<file path="src/rtl/bus_arbiter.sv">
// Three-channel (ir/dr/dw) to single memory port arbiter, priority dw > dr > ir.
// Request-to-response is 4 cycles with zero-wait memory; one pending entry per channel; all outputs hold until accepted.
module bus_arbiter #(
  parameter logic [31:0] MEM_SIZE = 32'h0001_0000
) (
  input  logic        clk,
  input  logic        rst,

  input  logic        ir_addr_valid,
  input  logic [31:0] ir_addr,
  output logic        ir_addr_ready,
  output logic        ir_data_valid,
  output logic [31:0] ir_data,
  input  logic        ir_data_ready,

  input  logic        dr_addr_valid,
  input  logic [31:0] dr_addr,
  output logic        dr_addr_ready,
  output logic        dr_data_valid,
  output logic [31:0] dr_data,
  input  logic        dr_data_ready,

  input  logic        dw_data_addr_valid,
  input  logic [31:0] dw_addr,
  input  logic [31:0] dw_data,
  input  logic [3:0]  dw_strobe,
  output logic        dw_data_addr_ready,
  output logic        dw_resp_valid,
  output logic        dw_resp,
  input  logic        dw_resp_ready,

  output logic        mem_req,
  output logic        mem_we,
  output logic [31:0] mem_addr,
  output logic [31:0] mem_wdata,
  output logic [3:0]  mem_wstrb,
  input  logic        mem_ready,
  input  logic        mem_rvalid,
  input  logic [31:0] mem_rdata
);

  typedef enum logic [1:0] {IDLE, ISSUE, WAIT, RESP} state_t;
  typedef enum logic [1:0] {CH_IR, CH_DR, CH_DW} chan_t;

  typedef struct packed {
    logic [31:0] addr;
    logic [31:0] data;
    logic [3:0]  strb;
  } req_t;

  localparam logic [31:0] WORD_MASK = ~32'h3;

  state_t      state, state_nxt;
  chan_t       grant;
  req_t        ir_q, dr_q, dw_q, sel;
  logic        ir_pend, dr_pend, dw_pend;
  logic        ir_acc, dr_acc, dw_acc;
  logic        oor, resp_rdy, resp_done;
  logic [31:0] rdata_q;
  logic        resp_ok_q;

  // Readies depend only on pending state (and reset), never on the valids.
  assign ir_addr_ready      = !rst && !ir_pend;
  assign dr_addr_ready      = !rst && !dr_pend;
  assign dw_data_addr_ready = !rst && !dw_pend;

  assign ir_acc = ir_addr_valid      && ir_addr_ready;
  assign dr_acc = dr_addr_valid      && dr_addr_ready;
  assign dw_acc = dw_data_addr_valid && dw_data_addr_ready;

  always_ff @(posedge clk) begin
    if (ir_acc) ir_q <= '{addr: ir_addr & WORD_MASK, data: 32'h0, strb: 4'h0};
    if (dr_acc) dr_q <= '{addr: dr_addr & WORD_MASK, data: 32'h0, strb: 4'h0};
    if (dw_acc) dw_q <= '{addr: dw_addr & WORD_MASK, data: dw_data, strb: dw_strobe};
  end

  always_ff @(posedge clk) begin
    if (rst) begin
      ir_pend <= 1'b0;
      dr_pend <= 1'b0;
      dw_pend <= 1'b0;
    end else begin
      if (ir_acc)                               ir_pend <= 1'b1;
      else if (resp_done && grant == CH_IR)     ir_pend <= 1'b0;
      if (dr_acc)                               dr_pend <= 1'b1;
      else if (resp_done && grant == CH_DR)     dr_pend <= 1'b0;
      if (dw_acc)                               dw_pend <= 1'b1;
      else if (resp_done && grant == CH_DW)     dw_pend <= 1'b0;
    end
  end

  always_comb begin
    sel      = ir_q;
    resp_rdy = ir_data_ready;
    case (grant)
      CH_DR: begin
        sel      = dr_q;
        resp_rdy = dr_data_ready;
      end
      CH_DW: begin
        sel      = dw_q;
        resp_rdy = dw_resp_ready;
      end
      default: begin
        sel      = ir_q;
        resp_rdy = ir_data_ready;
      end
    endcase
  end

  assign oor       = sel.addr >= MEM_SIZE;
  assign resp_done = (state == RESP) && resp_rdy;

  always_ff @(posedge clk) begin
    if (rst) state <= IDLE;
    else     state <= state_nxt;
  end

  always_comb begin
    state_nxt = state;
    case (state)
      IDLE:    if (ir_pend || dr_pend || dw_pend) state_nxt = ISSUE;
      ISSUE:   if (oor) state_nxt = RESP;
               else if (mem_ready) state_nxt = WAIT;
      WAIT:    if (mem_rvalid) state_nxt = RESP;
      RESP:    if (resp_rdy) state_nxt = IDLE;
      default: state_nxt = IDLE;
    endcase
  end

  // Grant is chosen only in IDLE, so it stays fixed through ISSUE/WAIT/RESP.
  always_ff @(posedge clk) begin
    if (rst) begin
      grant     <= CH_IR;
      rdata_q   <= 32'h0;
      resp_ok_q <= 1'b0;
    end else begin
      if (state == IDLE) begin
        if (dw_pend)      grant <= CH_DW;
        else if (dr_pend) grant <= CH_DR;
        else if (ir_pend) grant <= CH_IR;
      end
      if (state == ISSUE && oor) begin
        rdata_q   <= 32'h0;
        resp_ok_q <= 1'b0;
      end
      if (state == WAIT && mem_rvalid) begin
        rdata_q   <= mem_rdata;
        resp_ok_q <= 1'b1;
      end
    end
  end

  always_comb begin
    mem_req       = 1'b0;
    mem_we        = 1'b0;
    mem_addr      = 32'h0;
    mem_wdata     = 32'h0;
    mem_wstrb     = 4'h0;
    ir_data_valid = 1'b0;
    dr_data_valid = 1'b0;
    dw_resp_valid = 1'b0;
    ir_data       = rdata_q;
    dr_data       = rdata_q;
    dw_resp       = resp_ok_q;
    if (!rst) begin
      case (state)
        ISSUE: begin
          if (!oor) begin
            mem_req   = 1'b1;
            mem_we    = (grant == CH_DW);
            mem_addr  = sel.addr;
            mem_wdata = sel.data;
            mem_wstrb = sel.strb;
          end
        end
        RESP: begin
          ir_data_valid = (grant == CH_IR);
          dr_data_valid = (grant == CH_DR);
          dw_resp_valid = (grant == CH_DW);
        end
        default: ;
      endcase
    end
  end

endmodule

</file>
<file path="config.mk">
export PLATFORM = sky130hd
export DESIGN_NAME = bus_arbiter
export DESIGN_NICKNAME = d
export VERILOG_FILES = /design/src/rtl/bus_arbiter.sv
export SDC_FILE = /design/constraint.sdc
export NUM_CORES = 1
export LEC_CHECK = 0
export CAP_MARGIN = 20
export CELL_PAD_IN_SITES_DETAIL_PLACEMENT = 2
export CELL_PAD_IN_SITES_GLOBAL_PLACEMENT = 2
export CORE_MARGIN = 5
export CORE_UTILIZATION = 25
export DETAILED_ROUTE_END_ITERATION = 8
export PLACE_DENSITY = 0.79
export REMOVE_ABC_BUFFERS = 1
export SYNTH_ARGS = -nofsm -noshare
export SYNTH_HDL_FRONTEND = slang
export SYNTH_SLANG_ARGS = --single-unit
</file>
<file path="constraint.sdc">
create_clock -name clk -period 4.05 [get_ports clk]
set_input_delay 0.81 -clock clk [delete_from_list [all_inputs] [get_ports clk]]
set_output_delay 0.81 -clock clk [all_outputs]
set_load 0.02 [all_outputs]
</file>
==> impl_metrics.yaml <==
placed_design:
  io_buffers: 290
  dp_hpwl_um: 17000
  gp_congestion: 0.743
  placed_cells: 1083
  place_ws_ps: 229
global_routing:
  grt_pass1_wl_um: 33500
  grt_usage: 0.150
  grt_max_degree: 68
  grt_remaining_overflow: 0
  antenna_found_initial: 2
  first_global_vias: 5490
synth:
  synth_edf_count: 126
  syn_inst: 504
  netlist_area_um2: 6580
  async_flop_share: 0
  yosysSeqAreaShare: 0.696
  synth_ff_type: "edfxtp_1"
  syn_area_per_cell_um2: 13.1
  ys.warnings.count: 0
  synth_cell_types: 36
  synth_seq_cells: 166
finish:
  area_delta_synth_final_pct: 55.4
  stdcell_count: 1118
  utilization: 0.394
  nets: 950
  drive_gt1_frac: 0.0704
power:
  p_total_mw: 4.45
  p_per_area_nw_per_um2: 435
  peakVddDrop_mv: 0.206
  power.static_leakage_nw: 4.00
floorplanning:
  die_y_um: 172
  initial_core_util: 0.253
  die_x_um: 172
  rows: 59
  num_io_pins: 315
  die-area_um2: 29700
  core_um2: 26000
timing:
  clock_skew_ps: 13.9
  worst_slack_ps: 252
  fmax_ghz: 0.263
  rsz0062_at_grt: "false"
  finalCritPeriodShare: 0.938
  final_max_slew_viol_count: 0
  finalSetupTns_ps: 0
  setup_viol: 0
  post-route-min-period_ps: 3800
  final_hold_viol_count: 0
clock_network:
  cts_tree: "yes"
  clock_path_buffers: 2
  hold_buffers: 0
  cts_made_buffers: 17
  cts_root_buf: "clkbuf_16"
  clk_pin_slew_ps: 80
  clk_latency_ps: 420
  cts.htree.levels: 4
  clock_sinks: 166
setup_path:
  crit_path_max_incr_delay_ps: 630
  crit_required_ps: 3240
  crit_path_start_kind: "register"
  crit_chain: "inv_1 > ha_2 > nand2_1 > a21oi_1 > nor4_4 > and4_1 > buf_12 > clkdlybuf4s50_1"
  cp_top_family: "buffers and inverters"
  critPathBufInv: 3
  slowest_stage: "clkdlybuf4s50_1"
  arrival_ps: 2990
  cp-end-kind: "output port"
  worstSetupPathType: "reg -> out"
  cp_max_fo: 37
detailed_routing:
  post_drt_via_cell_ratio: 4.42
  routed_wl_um: 22800
  drtPass1Iterations: 4
  drt_first_iter_violations: 151
  num_vias: 4944
  post-route-drc-count: 0
  drt-wirelength-per-cell_um: 20.4
  ant_nets: 0
hold_path:
  hold_path_class: "reg -> reg"
run:
  max-cap-violations: 0
run_status:
  status: "finished clean"
[cell usage after synthesis, drive strengths merged (2+ instances only)]
cell type  number  area [um2]
edfxtp        126        3780
buf            59         424
and2           43         269
dfxtp          40         801
nand2          39         146
o21ai          34         170
nand3          32         160
nor2           22        82.6
clkbuf         17        63.8
a22oi          16         120
a211oi         14         105
nor4           14         103
ha              8         100
inv             8        30.0
a21oi           4        20.0
nor2b           4        25.0
a31o            3        26.3
nand2b          3        18.8
o22ai           3        18.8
mux2i           2        20.0
nand3b          2        15.0
[sequential cells by signal (all words and copies together), names as in the netlist]
| name | count |
|---|---|
| ir_pend | 1 |
| dw_pend | 1 |
| state | 2 |
| dr_q | 30 |
| grant | 2 |
| dr_data | 32 |
| dr_pend | 1 |
| dw_resp | 1 |
| dw_q | 66 |
| ir_q | 30 |
[worst min-delay path, stage by stage (launching register included)]
cell	delay (ps)
dfxtp_1	330
nand3_1	60
o21ai_0	60
[cells in the final DEF (no fill, tap or decap), types with 8 or more instances in the layout]
cell / synthesis / routed
clkdlybuf4s50_1: 0 / 240
edfxtp_1: 126 / 126
and2_1: 43 / 42
dfxtp_1: 40 / 40
nand2_1: 39 / 39
nand3_1: 32 / 32
o21ai_0: 29 / 29
dlygate4sd2_1: 0 / 29
dlymetal6s2s_1: 0 / 21
nor2_1: 22 / 20
conb_1: 1 / 18
clkbuf_16: 0 / 17
a22oi_1: 16 / 16
a211oi_1: 14 / 14
nor4_1: 13 / 13
buf_4: 52 / 12
inv_1: 8 / 8
[power breakdown]
group / internal [mW] / leakage, nW / total [mW] / switching [mW]
combinational: 0.374 / 2.22 / 0.842 / 0.468
clock: 0.826 / 0.288 / 1.60 / 0.775
sequential: 1.94 / 1.49 / 2.00 / 0.0613
[per-layer routing]
layer	vias to the layer above	global-route usage	wire length (um)
li1	2289	-	-
met1	2463	0.175	9010
met2	172	0.265	11800
met3	18	0.0501	1730
met4	2	0.0383	266
met5	-	0	13
[through the flow]
stage / hold WS (ps) / instance area (um2)
6_report: 489 / 10200
5_1_grt: 523 / 10200
4_1_cts: 496 / 10200
3_5_place_dp: 482 / 9610
3_3_place_gp: 473 / 9610
2_1_floorplan: 491 / 6160
[layout make-up]
type | count | area [um2]
fill | 2684 | 15800
sequential | 166 | 4580
timing repair buffer | 304 | 3050
multi-input combinational | 270 | 1550
clock buffer | 17 | 425
tap | 335 | 419
clock inverter | 15 | 155
inverter | 9 | 33.8
antenna | 2 | 5.00
[what timing repair did]
action	in CTS	in global routing
setup buffers	1	0
endpoints found under the setup margin	51	21
hold endpoints to repair	0	0
gates resized for setup	31	21
pin swaps	1	0
[kinds of logic (layout without fill, tap and decap cells)]
| kind of cell | after synthesis | count (layout) | share of synthesized area |
|---|---|---|---|
| compound gates | 81 | 81 | 0.0787 |
| fa+ha+maj | 8 | 8 | 0.0152 |
| buf+inv | 85 | 345 | 0.0793 |
| flops | 166 | 166 | 0.696 |
| mux | 2 | 2 | 0.00304 |
| other cells | 1 | 20 | 0.000570 |
| simple gates | 161 | 161 | 0.127 |
[final timing paths]
kind	from	end	slack, ps	depth (start not counted)
worst min-delay path	dr_data[1]	dr_data[1]	490	2
worst min register to register	dr_data[1]	dr_data[1]	490	2
worst max-delay path	grant[0]	mem_we	250	8
worst max register to register	grant[0]	state[0]	1450	7
Note: power is estimated with default switching activity, not from simulation.
